$ cat src/rtl/sram_like_pkg.sv
// Shared types and constants for the two-master SRAM-like arbiter.
package sram_like_pkg;

    typedef enum logic [1:0] {
        IDLE = 2'b00,
        ADDR = 2'b01,
        DATA = 2'b10
    } state_e;

    localparam logic       MID_INST  = 1'b0;
    localparam logic       MID_DATA  = 1'b1;
    localparam logic [1:0] SIZE_WORD = 2'b10;

endpackage

$ cat src/rtl/rr_pick2.sv
// Two-input round-robin picker: on a tie the master that did not win last time is chosen.
module rr_pick2
    import sram_like_pkg::*;
(
    input  logic i_req_inst,
    input  logic i_req_data,
    input  logic i_last_grant,
    output logic o_winner
);

    always_comb begin
        o_winner = i_last_grant;
        if (i_req_inst && i_req_data) begin
            o_winner = ~i_last_grant;
        end else if (i_req_inst) begin
            o_winner = MID_INST;
        end else if (i_req_data) begin
            o_winner = MID_DATA;
        end
    end

endmodule

$ cat src/rtl/sram_like_arbiter.sv
// Arbitrates an instruction (read-only) and a data master onto one SRAM-like slave port,
// keeping at most one transaction outstanding.
module sram_like_arbiter
    import sram_like_pkg::*;
(
    input  logic        clock,
    input  logic        reset,
    input  logic        i_req,
    input  logic [31:0] i_addr,
    input  logic        i_cache,
    output logic        i_addr_ok,
    output logic        i_data_ok,
    input  logic        d_req,
    input  logic        d_wr,
    input  logic [1:0]  d_size,
    input  logic [3:0]  d_be,
    input  logic [31:0] d_addr,
    input  logic        d_cache,
    input  logic [31:0] d_wdata,
    output logic        d_addr_ok,
    output logic        d_data_ok,
    output logic [31:0] m_rdata,
    output logic        s_req,
    output logic        s_wr,
    output logic [1:0]  s_size,
    output logic [3:0]  s_be,
    output logic [31:0] s_addr,
    output logic        s_cache,
    output logic [31:0] s_wdata,
    input  logic [31:0] s_rdata,
    input  logic        s_addr_ok,
    input  logic        s_data_ok
);

    state_e r_state;
    state_e w_state_d;
    logic   r_grant;
    logic   w_grant_d;
    logic   r_last_grant;
    logic   w_last_grant_d;
    logic   w_winner;
    logic   w_sel_req;
    logic   w_addr_ok;
    logic   w_data_ok;

    rr_pick2 u_rr_pick2 (
        .i_req_inst   (i_req),
        .i_req_data   (d_req),
        .i_last_grant (r_last_grant),
        .o_winner     (w_winner)
    );

    assign m_rdata   = s_rdata;
    assign w_sel_req = (r_grant == MID_DATA) ? d_req : i_req;

    always_ff @(posedge clock) begin
        if (reset) begin
            r_state      <= IDLE;
            r_grant      <= MID_INST;
            r_last_grant <= MID_INST;
        end else begin
            r_state      <= w_state_d;
            r_grant      <= w_grant_d;
            r_last_grant <= w_last_grant_d;
        end
    end

    always_comb begin
        w_state_d      = r_state;
        w_grant_d      = r_grant;
        w_last_grant_d = r_last_grant;
        w_addr_ok      = 1'b0;
        w_data_ok      = 1'b0;
        s_req          = 1'b0;
        s_wr           = 1'b0;
        s_size         = 2'b00;
        s_be           = 4'h0;
        s_addr         = 32'h0;
        s_cache        = 1'b0;
        s_wdata        = 32'h0;
        unique case (r_state)
            IDLE: begin
                if (i_req || d_req) begin
                    w_grant_d = w_winner;
                    w_state_d = ADDR;
                end
            end
            ADDR: begin
                s_req = w_sel_req;
                if (r_grant == MID_DATA) begin
                    s_wr    = d_wr;
                    s_size  = d_size;
                    s_be    = d_be;
                    s_addr  = d_addr;
                    s_cache = d_cache;
                    s_wdata = d_wdata;
                end else begin
                    s_size  = SIZE_WORD;
                    s_be    = 4'hF;
                    s_addr  = i_addr;
                    s_cache = i_cache;
                end
                // A withdrawn request abandons the access without touching last_grant.
                if (!w_sel_req) begin
                    w_state_d = IDLE;
                end else if (s_addr_ok) begin
                    w_addr_ok = 1'b1;
                    if (s_data_ok) begin
                        w_data_ok      = 1'b1;
                        w_last_grant_d = r_grant;
                        w_state_d      = IDLE;
                    end else begin
                        w_state_d = DATA;
                    end
                end
            end
            DATA: begin
                if (s_data_ok) begin
                    w_data_ok      = 1'b1;
                    w_last_grant_d = r_grant;
                    w_state_d      = IDLE;
                end
            end
            default: w_state_d = IDLE;
        endcase
    end

    always_comb begin
        i_addr_ok = w_addr_ok && (r_grant == MID_INST);
        i_data_ok = w_data_ok && (r_grant == MID_INST);
        d_addr_ok = w_addr_ok && (r_grant == MID_DATA);
        d_data_ok = w_data_ok && (r_grant == MID_DATA);
    end

endmodule
$ cat config.mk
export PLATFORM = sky130hd
export DESIGN_NAME = sram_like_arbiter
export DESIGN_NICKNAME = d
export VERILOG_FILES = /design/src/rtl/sram_like_pkg.sv /design/src/rtl/rr_pick2.sv /design/src/rtl/sram_like_arbiter.sv
export SDC_FILE = /design/constraint.sdc
export NUM_CORES = 1
export LEC_CHECK = 0
export ABC_CLOCK_PERIOD_IN_PS = 4350
export CORE_AREA = 2 2 99 101
export CTS_CLUSTER_DIAMETER = 60
export DETAILED_ROUTE_END_ITERATION = 10
export DIE_AREA = 0 0 101 103
export PLACE_DENSITY = 0.7
export SYNTH_ARGS = -nofsm -noshare
export SYNTH_HDL_FRONTEND = slang
export SYNTH_HIERARCHICAL = 1
export SYNTH_SLANG_ARGS = --single-unit
$ cat constraint.sdc
create_clock -name clock -period 4.35 [get_ports clock]
set_input_delay 0.6525 -clock clock [delete_from_list [all_inputs] [get_ports clock]]
set_output_delay 0.6525 -clock clock [all_outputs]
set_load 0.005 [all_outputs]
==> impl_metrics.json <==
{
  "core_um2": 9460,
  "finalPower_mw": 0.505,
  "timing.fmax_ghz": 0.329,
  "worst-path-max-fanout": 40,
  "nets": 490,
  "cts_hold_buf": 0,
  "wl_um": 6320,
  "r2r_cells": 5,
  "power_density_nw_per_um2": 157,
  "synth-seq-cells": 4,
  "arrival_ns": 2.39,
  "hold_end": "r_last_grant",
  "path_class": "reg2out",
  "diodes": 0,
  "synth_nets": 345,
  "seqPwrFrac_pct": 8.7,
  "drt_iter0_drc": 44,
  "swShare_pct": 30.8,
  "async_flop_share_pct": 0,
  "skew_ns": 0.000517,
  "initial_core_util_pct": 15.5,
  "place.gp.congestion": 0.750,
  "combPwrFrac_pct": 75.9,
  "holdPathStages": 2,
  "required_ns": 3.70,
  "wire_per_inst_um": 13.9,
  "ff2ff_setup_slack_ns": 2.43,
  "drc": 0,
  "clkTransAtPathRegs_ns": 0.03,
  "layout-drive-gt1-share_pct": 2.92,
  "clock-root-buffer": "clkbuf_8",
  "track_usage_pct": 10.2,
  "cpPeakStageDelay_ns": 0.57,
  "final_antenna_net_count": 0,
  "finalSetupViolations": 0,
  "synth_cell_types": 24,
  "final_hold_viol_count": 0,
  "die_w_um": 101,
  "die-area_um2": 10400,
  "cp_num_buf_inv": 3,
  "post-cts-setup-buffer-count": 0,
  "cts_max_path_buffers": 2,
  "cp_slowest_cell": "ha_2",
  "power_frac_clock_pct": 15.3,
  "rsz0062_at_grt": "no",
  "place.port_buffers": 187,
  "synth_area_um2": 1470,
  "internal_power_mw": 0.350,
  "p_sw_mw": 0.156,
  "hold_path.class": "reg2reg",
  "die_h_um": 103,
  "leakagePower_nw": 1.29,
  "gr-total-overflow": 0,
  "htree_levels": 1,
  "cts_buffers": 3,
  "routed_via_density": 4.12,
  "rr_startpoint": "r_state[1]",
  "cts-resized-gates": 0,
  "peakVddDrop_v": 0.000136,
  "ios": 252,
  "area_growth_pct": 120,
  "finalCritPeriodShare_pct": 69.8,
  "finalSetupTns_ns": 0,
  "fillers": 992,
  "drv_cap": 0,
  "syn_area_per_cell_um2": 7.37,
  "slew_headroom_pct": 44.6,
  "path_cells": "inv_1 -> ha_2 -> buf_4 -> a21boi_0 -> clkdlybuf4s50_1",
  "worst_hold_slack_ns": 0.499,
  "dpl.hpwl_um": 5100,
  "finalMaxSlewViolations": 0,
  "drtPass1Iterations": 4,
  "grt_max_degree": 73,
  "start_kind": "register",
  "clock-sinks": 4,
  "core.rowCount": 36,
  "min_period_ns": 3.04,
  "clock_latency_ns": 0.21,
  "vias": 1878,
  "synth_top_flop_cell": "dfxtp_1",
  "grt_pass1_vias": 1657,
  "status": "finished clean",
  "critPathCaptureType": "primary output",
  "synth.yosys.warnings": 6,
  "grt_pass1_wl_um": 8640,
  "regToRegEndpoint": "r_state[1]",
  "netlist_instances": 199,
  "cp_top_family": "buffers and inverters",
  "tightest_slew_ns": 0.831,
  "cts_tree": "yes",
  "synth_edf_count": 0,
  "ys_seq_area_share_pct": 5.46,
  "antenna_found_initial": 1,
  "hp-start": "r_last_grant"
}
## flip-flops by register name, indices dropped and copies added, names as in the netlist
name          flops
r_last_grant      1
r_grant           1
r_state           2
## final cells by class
cell class	instances	area [µm²]	share of cell area (%)
clock buffer	3	41.3	1.28
inverter	8	30.0	0.930
multi-input combinational	138	1050	32.4
sequential	4	81.3	2.52
tap	114	143	4.42
timing repair buffer	189	1890	58.4
## how the worst max path moves through the flow
stage               startpoint        end  cells past startpoint
floorplan           r_state[1]    s_be[0]                      5
global placement         d_req  d_data_ok                      5
detailed placement       d_req  d_data_ok                      5
CTS                 r_state[1]    s_be[2]                      5
global route        r_state[1]    s_be[3]                      5
finish              r_state[1]    s_be[2]                      5
## cells in the mapped netlist, types with 2 or more instances
| library cell | n | area [µm²] |
|---|---|---|
| nor2b_1 | 35 | 219 |
| nor2_1 | 2 | 7.51 |
| and2_1 | 2 | 12.5 |
| ha_1 | 3 | 37.5 |
| mux2i_1 | 37 | 370 |
| buf_4 | 33 | 248 |
| dfxtp_1 | 4 | 80.1 |
| a21boi_0 | 5 | 37.5 |
| nand2_1 | 3 | 11.3 |
| inv_1 | 8 | 30.0 |
| clkbuf_1 | 13 | 48.8 |
| nand2b_1 | 5 | 31.3 |
| and3_1 | 35 | 219 |
| nor3b_1 | 2 | 15.0 |
| buf_2 | 3 | 15.0 |
## kinds of logic (layout without fill, tap and decap cells)
kind of cell	after synthesis	in the layout	synth area share [%]
AO/OA/AOI/OAI	10	10	5.63
multiplexers	38	38	26.3
adder cells (fa/ha/maj)	3	3	2.56
buffers and inverters	57	200	23.3
AND/OR/NAND/NOR	87	87	36.8
flip-flops	4	4	5.46
## stage by stage
stage	instance area, µm²	util, %	setup slack [ns]	instances
floorplan	1470	-	2.45	199
global placement	3190	33.7	1.53	453
detailed placement	3190	33.7	1.48	453
CTS	3230	34.1	1.28	456
global route	3230	34.1	1.08	456
finish	3230	34.1	1.31	456
## worst min-delay path: cells and delay by family, from the launching register on
family | cells | cell delay, ns
multiplexers | 1 | 0.06
AND/OR/NAND/NOR | 1 | 0.07
flip-flops | 1 | 0.31
## routing by layer
layer | part of all wire, % | GRT usage, %
met1 | 38 | 11.7
met2 | 52 | 18.8
met3 | 8.8 | 2.98
met4 | 0.82 | 2.18
met5 | 0.19 | 0
## power groups by stage
stage | Sequential, mW | Combinational, mW | Clock (mW)
2_1_floorplan | 0.0419 | 0.175 | 0
3_3_place_gp | 0.0441 | 0.382 | 0
3_5_place_dp | 0.0446 | 0.387 | 0
4_1_cts | 0.0442 | 0.388 | 0.0795
5_1_grt | 0.0447 | 0.416 | 0.0836
6_report | 0.0441 | 0.384 | 0.0775
## layout by cell type, fill, tap and decap left out, types with 3 or more instances in the layout
cell type        instances
and3_1                  35
mux2i_1                 37
a21boi_0                 5
clkbuf_8                 3
nor2b_1                 35
clkdlybuf4s50_1        187
nand2b_1                 5
nand2_1                  3
inv_1                    8
dfxtp_1                  3
(Power assumes the default switching activity.)
